### src/rtl/freq_gate_if.sv
// Handshake and data bundle between the measurement sequencer, the edge counter and the display path.
// master = host/counter side, slave = sequencer side.
interface freq_gate_if #(
   parameter int BIT_SIZE = 20
);
   logic                start;
   logic                cont;
   logic                auto_en;
   logic [1:0]          range_sel;
   logic [BIT_SIZE-1:0] cnt_value;
   logic                cnt_ovf;
   logic                cnt_clr;
   logic                cnt_en;
   logic [BIT_SIZE-1:0] result;
   logic [1:0]          range;
   logic                result_valid;
   logic                overrange;
   logic                busy;

   modport master (
      output start, cont, auto_en, range_sel, cnt_value, cnt_ovf,
      input  cnt_clr, cnt_en, result, range, result_valid, overrange, busy
   );

   modport slave (
      input  start, cont, auto_en, range_sel, cnt_value, cnt_ovf,
      output cnt_clr, cnt_en, result, range, result_valid, overrange, busy
   );
endinterface

### src/rtl/freq_gate_controller.sv
// Frequency meter sequencer: clears the edge counter, opens an exact gate window,
// then latches the count and auto-ranges the gate time to fit six display digits.
//
// state  | meaning
// IDLE   | waiting for start or cont
// CLEAR  | one-cycle counter clear, working range settled
// GATE   | counter enabled for the gate length of the working range
// SETTLE | two cycles for in-flight edges to land in the counter
// EVAL   | sample count, publish or step range up and retry
module freq_gate_controller #(
   parameter int CLK_FREQ   = 50_000_000,
   parameter int BIT_SIZE   = 20,
   parameter int MAX_COUNT  = 999_999,
   parameter int LOW_THRESH = 90_000
) (
   input logic        clk,
   input logic        rst,
   freq_gate_if.slave bus
);

   localparam int GW = $clog2(CLK_FREQ + 1);

   typedef enum logic [2:0] {
      S_IDLE,
      S_CLEAR,
      S_GATE,
      S_SETTLE,
      S_EVAL
   } state_t;

   state_t              state_q, state_d;
   logic [GW-1:0]       gate_q, gate_d;
   logic                settle_q, settle_d;
   logic [1:0]          wrange_q, wrange_d;
   logic [BIT_SIZE-1:0] result_q, result_d;
   logic [1:0]          range_q, range_d;
   logic                ovr_q, ovr_d;
   logic                valid_q, valid_d;

   logic [1:0]          sel_clamped;
   logic                big;

   // Gate counter is loaded with length-1 and counts down to terminal zero.
   function automatic logic [GW-1:0] gate_load(input logic [1:0] r);
      case (r)
         2'd0:    gate_load = GW'(CLK_FREQ - 1);
         2'd1:    gate_load = GW'(CLK_FREQ / 10 - 1);
         default: gate_load = GW'(CLK_FREQ / 100 - 1);
      endcase
   endfunction

   assign sel_clamped = (bus.range_sel == 2'd3) ? 2'd2 : bus.range_sel;
   assign big         = bus.cnt_ovf || (bus.cnt_value > BIT_SIZE'(MAX_COUNT));

   always_ff @(posedge clk or posedge rst) begin
      if (rst) begin
         state_q  <= S_IDLE;
         gate_q   <= '0;
         settle_q <= 1'b0;
         wrange_q <= 2'd0;
         result_q <= '0;
         range_q  <= 2'd0;
         ovr_q    <= 1'b0;
         valid_q  <= 1'b0;
      end else begin
         state_q  <= state_d;
         gate_q   <= gate_d;
         settle_q <= settle_d;
         wrange_q <= wrange_d;
         result_q <= result_d;
         range_q  <= range_d;
         ovr_q    <= ovr_d;
         valid_q  <= valid_d;
      end
   end

   always_comb begin
      state_d  = state_q;
      gate_d   = gate_q;
      settle_d = settle_q;
      wrange_d = wrange_q;
      result_d = result_q;
      range_d  = range_q;
      ovr_d    = ovr_q;
      valid_d  = 1'b0;

      case (state_q)
         S_IDLE: begin
            if (bus.start || bus.cont) state_d = S_CLEAR;
         end
         S_CLEAR: begin
            if (!bus.auto_en) wrange_d = sel_clamped;
            gate_d  = gate_load(wrange_d);
            state_d = S_GATE;
         end
         S_GATE: begin
            if (gate_q == '0) begin
               settle_d = 1'b0;
               state_d  = S_SETTLE;
            end else begin
               gate_d = gate_q - 1'b1;
            end
         end
         S_SETTLE: begin
            if (settle_q) state_d = S_EVAL;
            else          settle_d = 1'b1;
         end
         S_EVAL: begin
            if (big && bus.auto_en && (wrange_q < 2'd2)) begin
               wrange_d = wrange_q + 2'd1;
               state_d  = S_CLEAR;
            end else begin
               valid_d = 1'b1;
               range_d = wrange_q;
               if (big) begin
                  result_d = BIT_SIZE'(MAX_COUNT);
                  ovr_d    = 1'b1;
               end else begin
                  result_d = bus.cnt_value;
                  ovr_d    = 1'b0;
                  // Hysteresis: only step down when well below a full display.
                  if (bus.auto_en && (wrange_q != 2'd0) &&
                      (bus.cnt_value < BIT_SIZE'(LOW_THRESH)))
                     wrange_d = wrange_q - 2'd1;
               end
               state_d = bus.cont ? S_CLEAR : S_IDLE;
            end
         end
         default: state_d = S_IDLE;
      endcase
   end

   assign bus.cnt_clr      = (state_q == S_CLEAR);
   assign bus.cnt_en       = (state_q == S_GATE);
   assign bus.busy         = (state_q != S_IDLE);
   assign bus.result       = result_q;
   assign bus.range        = range_q;
   assign bus.overrange    = ovr_q;
   assign bus.result_valid = valid_q;

endmodule
### src/flat_wrapper.sv
// flat-port wrapper written by rule: the top's interface ports become plain ports
module freq_gate_controller_flat 
#(
   parameter int CLK_FREQ   = 50_000_000,
   parameter int BIT_SIZE   = 20,
   parameter int MAX_COUNT  = 999_999,
   parameter int LOW_THRESH = 90_000
)
  (clk, rst, bus_start, bus_cont, bus_auto_en, bus_range_sel, bus_cnt_value, bus_cnt_ovf, bus_cnt_clr, bus_cnt_en, bus_result, bus_range, bus_result_valid, bus_overrange, bus_busy);
  freq_gate_if #(.BIT_SIZE(BIT_SIZE)) bus_i ();
  input logic clk;
  input logic rst;
  input wire logic [$bits(bus_i.start)-1:0] bus_start;
  input wire logic [$bits(bus_i.cont)-1:0] bus_cont;
  input wire logic [$bits(bus_i.auto_en)-1:0] bus_auto_en;
  input wire logic [$bits(bus_i.range_sel)-1:0] bus_range_sel;
  input wire logic [$bits(bus_i.cnt_value)-1:0] bus_cnt_value;
  input wire logic [$bits(bus_i.cnt_ovf)-1:0] bus_cnt_ovf;
  output wire logic [$bits(bus_i.cnt_clr)-1:0] bus_cnt_clr;
  output wire logic [$bits(bus_i.cnt_en)-1:0] bus_cnt_en;
  output wire logic [$bits(bus_i.result)-1:0] bus_result;
  output wire logic [$bits(bus_i.range)-1:0] bus_range;
  output wire logic [$bits(bus_i.result_valid)-1:0] bus_result_valid;
  output wire logic [$bits(bus_i.overrange)-1:0] bus_overrange;
  output wire logic [$bits(bus_i.busy)-1:0] bus_busy;
  assign bus_i.start = bus_start;
  assign bus_i.cont = bus_cont;
  assign bus_i.auto_en = bus_auto_en;
  assign bus_i.range_sel = bus_range_sel;
  assign bus_i.cnt_value = bus_cnt_value;
  assign bus_i.cnt_ovf = bus_cnt_ovf;
  assign bus_cnt_clr = bus_i.cnt_clr;
  assign bus_cnt_en = bus_i.cnt_en;
  assign bus_result = bus_i.result;
  assign bus_range = bus_i.range;
  assign bus_result_valid = bus_i.result_valid;
  assign bus_overrange = bus_i.overrange;
  assign bus_busy = bus_i.busy;
  freq_gate_controller #(.CLK_FREQ(CLK_FREQ), .BIT_SIZE(BIT_SIZE), .MAX_COUNT(MAX_COUNT), .LOW_THRESH(LOW_THRESH)) u_core (.clk(clk), .rst(rst), .bus(bus_i));
endmodule
### config.mk
export PLATFORM = sky130hd
export DESIGN_NAME = freq_gate_controller_flat
export DESIGN_NICKNAME = d
export VERILOG_FILES = /design/src/rtl/freq_gate_if.sv /design/src/rtl/freq_gate_controller.sv /design/src/flat_wrapper.sv
export SDC_FILE = /design/constraint.sdc
export NUM_CORES = 1
export LEC_CHECK = 0
export BUFFER_PORTS_ARGS = -buffer_cell sky130_fd_sc_hd__buf_4
export CAP_MARGIN = 20
export CORE_MARGIN = 1
export CORE_UTILIZATION = 50
export DETAILED_ROUTE_END_ITERATION = 16
export MAX_ROUTING_LAYER = met4
export PLACE_DENSITY = 0.79
export SYNTH_ARGS = -nofsm -noshare
export SYNTH_HDL_FRONTEND = slang
export SYNTH_SLANG_ARGS = --single-unit
### constraint.sdc
create_clock -name clk -period 2 [get_ports clk]
set_input_delay 0.5 -clock clk [delete_from_list [all_inputs] [get_ports clk]]
set_output_delay 0.5 -clock clk [all_outputs]
set_load 0.05 [all_outputs]
---- Yosys cells after proc, flatten, opt, wreduce, memory -nomap -nowiden ----
Cells that the tools add are included.
storage, ports and cells
  ROM bits ................................ 0
  output and inout bits ................... 27
  register bits after elaboration ......... 56
  memories kept ........................... 0
  bits in latches ......................... 0
  RAM bits ................................ 0
  input port bits ......................... 28
operators by class
  bitwise operators ....................... 1
  equality and inequality tests ........... 12
  multiply operators ...................... 0
  reduce and logical (&&, ||, !) cells .... 19
  shifts and indexed selects .............. 0
  magnitude comparators ................... 3
  mux-type cells .......................... 22
  $add $sub $neg .......................... 3
  div/mod/pow operators ................... 0
operator list
  operator                                                number
  case mux 26 bit (2 select lines)                        2
  zero test 26 bit                                        1
  2-to-1 mux 26 bit                                       1
  subtractor 26 x 1 -> 26 bit (second input constant)     1
  greater-than comparator 20 bit (second input constant)  1
  < comparator 20 x 17 -> 1 bit (second input constant)   1
  2-to-1 mux 20 bit                                       1
  case mux 3 bit (5 select lines)                         1
  2-to-1 mux 2 bit                                        6
  2-to-1 mux 3 bit                                        4
  nonzero test 2 bit                                      4
  equality test 3 x 2 -> 1 bit (second input constant)    2
  inequality test 2 x 1 -> 1 bit (second input constant)  3
  AND reduction 2 bit                                     3
  AND reduction 3 bit                                     2
  2-to-1 mux 1 bit                                        5
  logical AND 1 bit                                       4
  case mux 2 bit (2 select lines)                         1
  equality test 3 x 1 -> 1 bit (second input constant)    1
  equality test 3 bit (second input constant)             1
  zero test 3 bit                                         1
  inequality test 3 x 1 -> 1 bit (second input constant)  1
  inequality test 3 bit (second input constant)           1
  nonzero test 3 bit                                      1
  10 further kinds                                        11

---- Longest topological paths before layout ----
  depth after elaboration ................. 7
  mapped depth ............................ 11

---- Worst setup path before layout ----
OpenSTA, ideal clock, no wires.
  path type ............................... register to register
  from .................................... reg u_core.state_q[2]
  to ...................................... reg u_core.gate_q[17]
  required time ........................... 1870 ps
  buffers on the path ..................... 3
  path slack .............................. -180 ps
  stages on the path, launching flop included .. 10
  data arrival time ....................... 2051 ps
  library setup time ...................... 130 ps
  cell sequence ........................... dfrtp_1 -> clkbuf_1 -> nor2b_1 -> nand2b_1 -> buf_2 -> inv_2 -> buf_1 -> o31ai_1 -> a21oi_1 -> a21oi_1
between the ends
  longest elaborated chain between the ends .. 3
  elaborated cells on any way between the ends .. 6
RTL lines
  what                                                                                 RTL line                    text
  start, declared                                                                      freq_gate_controller.sv:31  state_t state_q, state_d;
  start signal, assigned                                                               freq_gate_controller.sv:66  state_q <= state_d;
  equality test 3 x 2 -> 1 bit *                                                       n/a
  named net bus_cnt_en                                                                 flat_wrapper.sv:20          output wire logic [$bits(bus_i.cnt_en)-1:0] bus_cnt_en;
  inequality test 2 bit (no source line) / nonzero test 2 bit (equally long branches)  n/a
  AND reduction 2 bit (no source line)                                                 n/a
  end signal, assigned                                                                 freq_gate_controller.sv:67  gate_q <= gate_d;
  end, declared                                                                        freq_gate_controller.sv:32  logic [GW-1:0] gate_q, gate_d;
The timed path passes the listed nets; every way through them passes the cells marked *.
A chain may end at the register's enable or synchronous reset.

---- Final worst setup path ----
  from .................................... reg u_core.gate_q[19]
  to ...................................... reg u_core.gate_q[6]
between the ends
  longest elaborated chain between the ends .. 3
RTL lines
  what                                    RTL line                    text
  zero test 26 bit                        freq_gate_controller.sv:97  if (gate_q == '0) begin
  inequality test 2 bit (no source line)  n/a
  AND reduction 2 bit (no source line)    n/a
No other way between the ends.

==> metrics.md <==
| Metric | Value |
|---|---|
| Status | complete, but fails checks |
| Failing checks | negative setup slack |
| Post-Syn Nets | around 330 |
| Seq/Total Area, Yosys | 0.4819 |
| Synth warn | 0 |
| # port buffers | 54 |
| Final Util | 0.7374 |
| Crit end category | flip-flop |
| Fin. Hold Viols | 0 |
| Chip height | approximately 80 um |
| Synth Register Bits | 56 |
| H-tree levels | 2 |
| Crit path max fanout | 4 |
| CP Capture Point | u_core.gate_q[6] |
| Via/cell ratio | 6.072 |
| Worst Path Arrival | roughly 2.2 ns |
| Area grow syn2layout | 40.49% |
| Max cap viols | 0 |
| Longest Clk Path Bufs | 2 |
| Proportion of layout cells with a drive suffix above 1 | 0.3841 |
| Max-slew violation count | 0 |
| Worst-skew pair later-pin latency | approximately 0.32 ns |
| Total Routing Usage GR | 0.2860 |
| Mean post-synth cell area | about 9.5 um2 |
| Layout Skew | just under 0.007 ns |
| Max VDD drop | 0.9729 mV |
| TritonCTS Buffers | 5 |
| Iteration-0 DRC Markers | between 200 and 300 |
| DP HPWL | ~5.6 mm |
| Pwr dens | 1703 mW/mm2 |
| Initial antenna violation count | 0 |
| First-pass GRT wire length | between 10 and 15 mm |
| Most frequent cells in the layout | buf_4 (106), dfrtp_1 (55), a21oi_1 (31) |
| Largest net degree at the start of global routing | 57 |
| Leakage | 1.809 nW |
| CTS Sinks | 56 |
| Post-synthesis async set-or-reset flop share | 1.000 |
| Final setup fails | 2 |
| Worst path required time | 2.19 ns |
| DP Area | between 0.003 and 0.004 mm2 |
| WL/cell | ~17 um |
| Relative slew slack | 0.7123 |
| Setup ws final | -0.009633 ns |
| Number of flops mapped to enable cells by yosys | 0 |
| Nets | around 440 |
| Yosys cell types | 60 |
| Antenna Nets Post-Route | 0 |
| Worst-path clk slew | 0.11 ns |
| Tmin final | between 2 and 2.5 ns |
| Total Power | roughly 0.0070 W |
| RSZ-0062 raised after global routing | yes |
| Commonest non-fill, non-tap cell in the layout | buf_4 |
| Post-Syn Area | 0.002908 mm2 |
| R2r setup slk | -0.01 ns |
| Initial Util | 0.5248 |
| Synthesized instance count | 305 |
| Root Driver | clkbuf_8 |
| CP startpoint kind | flip-flop |
| Reg-to-Reg Start | u_core.gate_q[19] |
| R2R depth | 7 |
| Slew at the pin closest to its max-slew limit | around 0.42 ns |
| Grt total ovfl | 0 |
| TritonCTS clock tree | done |
| R2r endpoint | u_core.gate_q[6] |
| Via count | 2,951 |
| DRC | 0 |
| Fmax | 497.6 MHz |
| Kind of critical path | flip-flop to flip-flop |
| Die area | roughly 0.0061 mm2 |
| Core area | about 0.0055 mm2 |
| TritonRoute pass-1 iters | 5 |
| Diodes inserted | 0 |
| Total Wirelength | approximately 8.5 mm |
| Number of buffers added to fix hold violations after cts | 0 |
| Hold Crit Class | primary input to asynchronous set/reset pin |
| Row count | 27 |
| I/O pin count | 55 |
| DIE WIDTH | ~78 um |
| Vias in the first global route | 2,715 |
| Ys flop type | dfrtp_1 |
| Design area | between 0.004 and 0.005 mm2 |
| CP Launch Point | u_core.gate_q[19] |
| GPL Wtd Cong | approximately 0.94 |
| Tcrit/Tclk final | 1.005 |
[stage by stage]
step                      cells  setup TNS, ns  hold WS [ns]  setup WS [ns]
after floorplan             305        -0.1152        0.4608       -0.05443
after global placement      466         -3.624        0.4803        -0.1597
after detailed placement    466         -4.920        0.4941        -0.2138
after CTS                   479       -0.03738        0.2343       -0.03012
after global routing        486        -0.6940        0.2386       -0.07188
final                       486       -0.01080        0.2045      -0.009633
[cell usage after synthesis, types with 2 or more instances]
library cell | number | area [um2]
dfrtp_1 | 56 | 1401
a21oi_1 | 31 | 155.2
nor2_1 | 31 | 116.4
nand2_1 | 18 | 67.56
o21ai_1 | 12 | 60.06
o22a_1 | 11 | 96.34
a22o_1 | 10 | 87.58
nor3_1 | 10 | 50.05
o21ai_0 | 9 | 45.04
inv_1 | 8 | 30.03
nand3_1 | 8 | 40.04
or3_1 | 8 | 50.05
nand2b_1 | 7 | 43.79
buf_2 | 6 | 30.03
and3_1 | 4 | 25.02
clkbuf_1 | 4 | 15.01
nor4_1 | 4 | 25.02
a211oi_1 | 3 | 22.52
a311oi_1 | 3 | 26.28
nand4_1 | 3 | 18.77
nand4b_1 | 3 | 26.28
nor3_2 | 3 | 30.03
o22ai_1 | 3 | 18.77
o31ai_1 | 3 | 22.52
or4_1 | 3 | 22.52
a31o_2 | 2 | 17.52
a31oi_1 | 2 | 12.51
and2_1 | 2 | 12.51
buf_4 | 2 | 15.01
inv_2 | 2 | 7.510
nand3_2 | 2 | 20.02
nor4_2 | 2 | 25.02
or2_2 | 2 | 12.51
xnor2_1 | 2 | 17.52
[area by class of cell]
class,instances,area (um2)
Clock buffer,5,68.82
Fill cell,405,1455
Inverter,10,42.54
Timing Repair Buffer,114,920.9
Tap cell,72,90.09
Multi-Input combinational cell,226,1534
Sequential cell,56,1403
Clock inverter,3,26.28
[sequential cells by signal (all words and copies together) (netlist names)]
register / cells
u_core.wrange_q: 2
u_core.bus.overrange: 1
u_core.gate_q: 26
u_core.bus.result: 20
u_core.bus.result_valid: 1
u_core.bus.range: 2
u_core.state_q: 3
u_core.settle_q: 1
[critical path, cell delays in order (launching register included)]
cell and delay (ns):
dfrtp_1 0.42, nor4_4 0.31, nand4b_1 0.26, o31ai_4 0.36
nand2_1 0.16, buf_4 0.18, a21oi_1 0.12, a311oi_1 0.07
[where the power goes]
| part | switching, W | internal (W) | leakage [nW] | total [W] |
|---|---|---|---|---|
| sequential | 0.000388 | 0.00161 | 0.654 | 0.00199 |
| clock | 0.000417 | 0.000259 | 0.0491 | 0.000677 |
| combinational | 0.00252 | 0.00176 | 1.11 | 0.00429 |
[worst min-delay path by stage]
stage	startpoint	end	depth (start not counted)
floorplan	u_core.gate_q[6]	u_core.gate_q[6]	1
global placement	u_core.gate_q[14]	u_core.gate_q[14]	2
detailed placement	u_core.bus.result[10]	u_core.bus.result[10]	1
CTS	rst	u_core.gate_q[2]	3
global route	rst	u_core.bus.result_valid	3
finish	rst	u_core.gate_q[2]	3
[logic make-up (layout without fill, tap and decap cells)]
group           Yosys count  after routing  synth area share
compound gates          102            102            0.2354
xor+xnor                  3              3          0.009038
fa+ha+maj                 1              1          0.004302
buf+inv                  23            132           0.03485
flops                    56             56            0.4819
mux                       3              3           0.01119
simple gates            117            117            0.2233
[metal layers]
layer  global-route usage  vias to the layer above  wire length (um)
met5                    -                        -                 0
met4              0.08704                        0               180
met3              0.04767                       19               505
met2               0.4395                      141              4140
met1               0.3906                     1435              3672
li1                     -                     1356                 -
[repair_timing]
item	in CTS	in global routing
buffers inserted	5	7
setup endpoints to repair	25	26
gates resized for setup	11	19
pin swaps	2	6
cloned	0	0
Power figures use the tool's default switching activity.
